===== src/rtl/aes_round_ctrl.sv =====
// Iterative AES round sequencer: steps subbytes/shiftrows/mixcolumns/addroundkey per round; done follows start by 4*NR edges.
// Holds in INIT/ARK while key_rdy is low; start is only taken while ready, abort cancels any running block.
module aes_round_ctrl #(
    parameter int NR = 10,
    parameter int RW = 4
) (
    input  logic          clk,
    input  logic          rst,
    input  logic          start,
    input  logic          abort,
    input  logic          key_rdy,
    output logic          ready,
    output logic          busy,
    output logic          done,
    output logic          sel_init,
    output logic          sub_ena,
    output logic          shift_ena,
    output logic          mix_ena,
    output logic          ark_ena,
    output logic [RW-1:0] key_idx
);

    typedef enum logic [2:0] {
        S_IDLE  = 3'd0,
        S_INIT  = 3'd1,
        S_SUB   = 3'd2,
        S_SHIFT = 3'd3,
        S_MIX   = 3'd4,
        S_ARK   = 3'd5,
        S_DONE  = 3'd6
    } state_t;

    localparam logic [RW-1:0] NR_C  = RW'(NR);
    localparam logic [RW-1:0] ONE_C = RW'(1);

    state_t        state, state_nxt;
    logic [RW-1:0] round, round_nxt;

    always_ff @(posedge clk or posedge rst) begin
        if (rst) begin
            state <= S_IDLE;
            round <= '0;
        end else begin
            state <= state_nxt;
            round <= round_nxt;
        end
    end

    always_comb begin
        state_nxt = state;
        round_nxt = round;
        ready     = 1'b0;
        busy      = 1'b0;
        done      = 1'b0;
        sel_init  = 1'b0;
        sub_ena   = 1'b0;
        shift_ena = 1'b0;
        mix_ena   = 1'b0;
        ark_ena   = 1'b0;
        key_idx   = '0;

        case (state)
            S_IDLE: begin
                ready = 1'b1;
                if (start) begin
                    state_nxt = S_INIT;
                    round_nxt = '0;
                end
            end

            S_INIT: begin
                busy     = 1'b1;
                sel_init = 1'b1;
                if (abort) begin
                    state_nxt = S_IDLE;
                    round_nxt = '0;
                end else begin
                    ark_ena = key_rdy;
                    if (key_rdy) begin
                        state_nxt = S_SUB;
                        round_nxt = ONE_C;
                    end
                end
            end

            // Key index tracks the current round through the whole round so the
            // key schedule can have the next key ready by the time ARK arrives.
            S_SUB: begin
                busy    = 1'b1;
                key_idx = round;
                if (abort) begin
                    state_nxt = S_IDLE;
                    round_nxt = '0;
                end else begin
                    sub_ena   = 1'b1;
                    state_nxt = S_SHIFT;
                end
            end

            S_SHIFT: begin
                busy    = 1'b1;
                key_idx = round;
                if (abort) begin
                    state_nxt = S_IDLE;
                    round_nxt = '0;
                end else begin
                    shift_ena = 1'b1;
                    state_nxt = (round >= NR_C) ? S_ARK : S_MIX;
                end
            end

            S_MIX: begin
                busy    = 1'b1;
                key_idx = round;
                if (abort) begin
                    state_nxt = S_IDLE;
                    round_nxt = '0;
                end else begin
                    mix_ena   = 1'b1;
                    state_nxt = S_ARK;
                end
            end

            S_ARK: begin
                busy    = 1'b1;
                key_idx = round;
                if (abort) begin
                    state_nxt = S_IDLE;
                    round_nxt = '0;
                end else begin
                    ark_ena = key_rdy;
                    if (key_rdy) begin
                        if (round >= NR_C) begin
                            state_nxt = S_DONE;
                        end else begin
                            state_nxt = S_SUB;
                            round_nxt = round + ONE_C;
                        end
                    end
                end
            end

            S_DONE: begin
                done      = 1'b1;
                state_nxt = S_IDLE;
                round_nxt = '0;
            end

            default: begin
                state_nxt = S_IDLE;
                round_nxt = '0;
            end
        endcase
    end

endmodule


===== config.mk =====
export PLATFORM = sky130hd
export DESIGN_NAME = aes_round_ctrl
export DESIGN_NICKNAME = d
export VERILOG_FILES = /design/src/rtl/aes_round_ctrl.sv
export SDC_FILE = /design/constraint.sdc
export NUM_CORES = 1
export LEC_CHECK = 0
export CORE_AREA = 3 3 40 42
export CTS_BUF_LIST = sky130_fd_sc_hd__clkbuf_8
export DETAILED_ROUTE_END_ITERATION = 8
export DIE_AREA = 0 0 43 45
export PLACE_DENSITY = 0.85
export SYNTH_ARGS = -nofsm -noshare
export SYNTH_HDL_FRONTEND = slang
export SYNTH_SLANG_ARGS = --single-unit

===== constraint.sdc =====
create_clock -name clk -period 3.7 [get_ports clk]
set_input_delay 0.74 -clock clk [delete_from_list [all_inputs] [get_ports clk]]
set_output_delay 0.74 -clock clk [all_outputs]
set_load 0.03 [all_outputs]

==> metrics, run 1 <==
Mapped Nets 78; critical path startpoint category input port; synthesis-stage register bit count 7; Final Net Count 94; max cap viols 0; Die Wd 43 um; Final period util 0.926; die area 1940 um2; worst reg-to-reg setup slack 1.82 ns; WL final 1.42 mm; CP endpoint ark_ena; IO Pins 17; Die Height 45 um; Max VDD drop 0.500 mV; leading area contributor after synthesis dfrtp_1; CTS resizes 0; Mean Syn Cell Area 8.26 um2; routed via count 581; critical path data required time 2.96 ns; RSZ-0062 raised after global routing no; TritonCTS Sinks 7; highest-count cells in the layout ignoring fill and taps 16 x clkdlybuf4s50_1, 7 x nand2_1, 7 x dfrtp_1, 6 x and2_1, 5 x nor2_1; CTS tree done; initial antenna violation count 0; clk buf depth 2; Slew Viols, Final 0; Hold Crit Class flop to flop; first-pass GRT wire length 2.39 mm; Area Overhead vs Synth 34.5%; fmax 292 MHz; n_diodes 0; CP Max Fanout 9; H-tree Lvls 1; Hold Fails Final Rpt 0; Synth Area in Simple Gates 0.328; Worst-Skew Late Latency 0.23 ns; Core Area 1280 um2; Setup TNS 0 ns; ANT nets after route 0; Leak Pwr 0.345 nW; Port Buf Inserts 16; Power Density 565 nW/um2; grt ovf 0; Starting Density 0.457; top cells by area, synth dfrtp_1 30%, and2_1 6.4%, nand2_1 4.5%; FF-to-FF path depth 6; postcts setup bufs 0; Layout fillers 116; drt first pass iters 4; total power 0.000446 W; Routed WL per cell 14.0 um; skew final 0.00616 ns; Synth Area in Adders 0.0426; Syn Std Cell Area 587 um2; largest family of logic cells by synthesized area simple AND/OR/NAND/NOR gates; top-area cell type share of the netlist area 0.299; total track usage 0.163; TritonCTS buffer count 3; DR DRC count 0; register area share after synthesis 0.299; commonest non-fill, non-tap cell in the layout clkdlybuf4s50_1; Post-Synthesis Cells 71; Ys Warns 0; CP arrival 2.69 ns; DR iter-0 viols 20; crit path from abort; CTS hold repair buffers 0; mux cell area share after synthesis 0.0597; routability cong. 0.803; Tmin final 3.43 ns; final setup violation count 0; R2R Path End round[1]$_DFFE_PP0P_; nature of the critical path endpoint output port; worst slew pin tran 0.528 ns; Distinct cells, synth 32; Synth Area in Compound Gates 0.200; Rel. slew slack 0.648; Setup CP Type input port to output port; largest net degree at the start of global routing 18; site row count 13; Detail Placement HPWL 1.05 mm; layout cells sized above 1 0.0814; DR vias/cell 5.75; vias in the first global route 515; Cells on Worst Hold Path 1; hold slack final 0.626 ns; XOR/XNOR Fraction of Synth Area 0.0149; CTS root buf clkbuf_8; status finished clean; source of the worst register-to-register timing path round[0]$_DFFE_PP0P_; CTS clk-pin slew, worst paths 0.04 ns
[layer usage]
layer  global-route usage  part of all wire
met5                    0                 0
met4               0.0904             0.025
met3               0.0239             0.047
met2                0.254              0.48
met1                0.219              0.44
[kinds of logic (layout without fill, tap and decap cells)]
| kind of cell | Yosys count | after routing |
|---|---|---|
| xor gates and xnor gates | 1 | 1 |
| buffers and inverters | 8 | 23 |
| adders and majority gates | 2 | 2 |
| and+or+nand+nor | 34 | 34 |
| AOI/OAI and AO/OA | 16 | 16 |
| DFF | 7 | 7 |
| muxes | 3 | 3 |
[metrics by stage]
step	area (um2)	setup WS [ns]	cells	util
final	790	0.273	101	0.614
after CTS	790	0.311	101	0.614
after global routing	790	0.231	101	0.614
after detailed placement	744	0.348	97	0.579
after floorplan	587	1.18	71	-
after global placement	744	0.378	97	0.579
[where the power goes]
part,internal (W),switching [W],total [W]
clock,0.0000718,0.0000343,0.000106
sequential,0.0000913,0.0000439,0.000135
combinational,0.0000919,0.000113,0.000205
total,0.000255,0.000191,0.000446
[area by class of cell]
type / instances / area, um2 / share of cell area
Tap cell: 15 / 18.8 / 0.0238
Clock inverter: 1 / 3.75 / 0.00475
Inverter: 3 / 11.3 / 0.0143
Timing Repair Buffer: 16 / 160 / 0.203
Multi-Input combinational cell: 56 / 379 / 0.480
Sequential cell: 7 / 175 / 0.222
Clock buffer: 3 / 41.3 / 0.0523
[worst min path at each step]
stage	startpoint	end
2_1_floorplan	rst	round[0]$_DFFE_PP0P_
3_3_place_gp	round[2]$_DFFE_PP0P_	round[2]$_DFFE_PP0P_
3_5_place_dp	round[2]$_DFFE_PP0P_	round[2]$_DFFE_PP0P_
4_1_cts	round[2]$_DFFE_PP0P_	round[2]$_DFFE_PP0P_
5_1_grt	round[0]$_DFFE_PP0P_	round[0]$_DFFE_PP0P_
6_report	round[2]$_DFFE_PP0P_	round[2]$_DFFE_PP0P_
[state kept, by name (all words and copies together), names as in the netlist]
| name | cells |
|---|---|
| round | 4 |
| state | 3 |
[cells in the mapped netlist (all sizes together)]
master  n
ha      2
o32ai   1
mux2i   2
a31oi   2
nand2   7
o311ai  1
a21oi   4
clkbuf  4
nor2b   2
nand2b  4
o21ai   1
o21a    1
a21o    1
mux2    1
buf     1
dfrtp   7
xor2    1
or2     1
nor4bb  1
nor3b   2
a221o   1
nor3    1
nor2    5
o31ai   2
nand3b  2
inv     3
o22ai   1
and2    6
o31a    1
and3    2
or3b    1
[critical path, cell delays in order]
cell	delay, ns
clkdlybuf4s50_1	0.54
nor3b_1	0.49
and2_1	0.23
clkdlybuf4s50_1	0.69
(Power assumes the default switching activity.)
==> run 2: changes to the inputs <==
--- a/config.mk
+++ b/config.mk
@@ -5,6 +5,7 @@
 export SDC_FILE = /design/constraint.sdc
 export NUM_CORES = 1
 export LEC_CHECK = 0
+export CAP_MARGIN = 20
 export CORE_AREA = 3 3 40 42
 export CTS_BUF_LIST = sky130_fd_sc_hd__clkbuf_8
 export DETAILED_ROUTE_END_ITERATION = 8
@@ -13,3 +14,4 @@
 export SYNTH_ARGS = -nofsm -noshare
 export SYNTH_HDL_FRONTEND = slang
 export SYNTH_SLANG_ARGS = --single-unit
+export TNS_END_PERCENT = 50
==> results of run 2 <==
No change in the layout: final DEF, timing and power equal those of run 1.
==> run 3: changes to the inputs <==
--- a/config.mk
+++ b/config.mk
@@ -10,7 +10,7 @@
 export CTS_BUF_LIST = sky130_fd_sc_hd__clkbuf_8
 export DETAILED_ROUTE_END_ITERATION = 8
 export DIE_AREA = 0 0 43 45
-export PLACE_DENSITY = 0.85
+export PLACE_DENSITY_LB_ADDON = 0.2
 export SYNTH_ARGS = -nofsm -noshare
 export SYNTH_HDL_FRONTEND = slang
 export SYNTH_SLANG_ARGS = --single-unit
==> metrics, run 3 (synthesized netlist as in run 1, its figures left out) <==
status finished clean; Starting Density 0.457 (unchanged); Tmin final 3.27 ns (-0.159 ns); Slew Viols, Final 0 (unchanged); Setup TNS 0 ns (unchanged); Biggest register round; site row count 13 (unchanged); crit path from abort; total power 0.000444 W (-0.44%); skew final 0.000621 ns (-0.00554 ns); commonest non-fill, non-tap cell in the layout clkdlybuf4s50_1; Die Wd 43 um (unchanged); DR DRC count 0 (unchanged); CTS clk-pin slew, worst paths 0.04 ns (about the same); RSZ-0062 raised after global routing no; Area Overhead vs Synth 35.8%; CTS tree done; vias in the first global route 517 (+0.39%); grt ovf 0 (unchanged); DR vias/cell 5.38 (-6.4%); Cell Chain, Critical Path clkdlybuf4s50_1 -> buf_4 -> nor3b_1 -> and2_1 -> clkdlybuf4s50_1; critical path startpoint category input port; Final period util 0.883 (-0.0429); CP arrival 2.53 ns (-0.16 ns); Layout fillers 119 (+2.6%); Final Net Count 95 (+1.1%); placed cell count 98 (+1.0%); CTS root buf clkbuf_8; slowest CP cell clkdlybuf4s50_1; IO Pins 17 (unchanged); Hold Fails Final Rpt 0 (unchanged); Routed WL per cell 13.0 um (-7.0%); design area 797 um2 (+0.95%); biggest regs round (4), state (3); n_diodes 0 (unchanged); Leak Pwr 0.349 nW (+1.4%); first-pass GRT wire length 2.30 mm (-3.8%); total track usage 0.155 (-0.00851); DR iter-0 viols 6 (-70%); TritonCTS Sinks 7 (unchanged); Detail Placement HPWL 967 um (-8.0%); Hold Crit Class flop to flop; routability cong. 0.838 (+4.4%); layout cells sized above 1 0.0920 (+0.0106); Rel. slew slack 0.644 (-0.00375); CP Max Fanout 8 (-1); max cap viols 0 (unchanged); clk buf depth 2 (unchanged); Die Height 45 um (unchanged); die area 1940 um2 (unchanged); H-tree Lvls 1 (unchanged); WL final 1.33 mm (-6.1%); largest net degree at the start of global routing 18 (unchanged); routed via count 549 (-5.5%); CTS resizes 0 (unchanged); critical path's top delay family buffers and inverters; critical path data required time 2.96 ns (about the same); most repeated library cell on the critical path clkdlybuf4s50_1; TritonCTS buffer count 3 (unchanged); Port Buf Inserts 16 (unchanged); highest-count cells in the layout ignoring fill and taps 16 x clkdlybuf4s50_1, 7 x nand2_1, 7 x dfrtp_1, 6 x and2_1, 5 x nor2_1; source of the worst register-to-register timing path round[0]$_DFFE_PP0P_; fmax 306 MHz (+4.9%); postcts setup bufs 0 (unchanged); drt first pass iters 3 (-1); Max VDD drop 0.338 mV (-32%); Post-DP Area 752 um2 (+1.0%); CTS hold repair buffers 0 (unchanged); Hold Crit Start round[2]$_DFFE_PP0P_; worst slew pin tran 0.534 ns (+0.00563 ns); Worst Path Buf+Inv 3 (+1); Power Density 557 nW/um2 (-1.4%); Worst-Skew Late Latency 0.23 ns (about the same); nature of the critical path endpoint output port; initial antenna violation count 0 (unchanged); Post-Layout Cell Count 102 (+0.99%); Worst path max stage delay 0.67 ns (-0.02 ns); Core Area 1280 um2 (unchanged); Setup CP Type input port to output port; max reg flops 4 (unchanged); ANT nets after route 0 (unchanged); final setup violation count 0 (unchanged); hold slack final 0.616 ns (-0.0101 ns)
[run 3: cell types whose count changed in the layout (fill, tap and decap cells not counted)]
cell and change:
buf_4 +1
[run 3: report_power, final]
group	total [W]	switching (W)	internal, W
Clock	0.000104	0.0000327	0.0000717
Combinational	0.000203	0.000110	0.0000925
Sequential	0.000136	0.0000452	0.0000913
Total	0.000444	0.000188	0.000255
[run 3: path summary, 6_finish.rpt]
kind / end / slack (ns) / cells past startpoint
max: ark_ena / 0.43 / 5
min: round[2]$_DFFE_PP0P_ / 0.62 / 1
max reg2reg: round[1]$_DFFE_PP0P_ / 1.79 / 6
min reg2reg: round[2]$_DFFE_PP0P_ / 0.62 / 1
max in group asynchronous: state[2]$_DFFE_PP0P_ / 2.74 / 2
min in group asynchronous: round[1]$_DFFE_PP0P_ / 0.74 / 2
[run 3: cell type report]
type / count / area (um2) / share of cell area
Inverter: 3 / 11.3 / 0.0141
Clock inverter: 1 / 3.75 / 0.00471
Multi-Input combinational cell: 56 / 379 / 0.476
Clock buffer: 3 / 41.3 / 0.0518
Tap cell: 15 / 18.8 / 0.0235
Timing Repair Buffer: 17 / 168 / 0.210
Sequential cell: 7 / 175 / 0.220
[run 3: routing by layer]
layer / track usage / part of all wire / vias up
met2: 0.240 / 0.47 / 13
met3: 0.0598 / 0.047 / 0
li1: - / - / 279
met4: 0.0181 / 0 / 0
met1: 0.213 / 0.48 / 257
met5: 0 / 0 / -
[run 3: through the flow]
step           utilization  setup slack, ns
3_3_place_gp         0.585            0.456
2_1_floorplan            -             1.18
3_5_place_dp         0.585            0.426
4_1_cts              0.620            0.418
6_report             0.620            0.432
5_1_grt              0.620            0.304
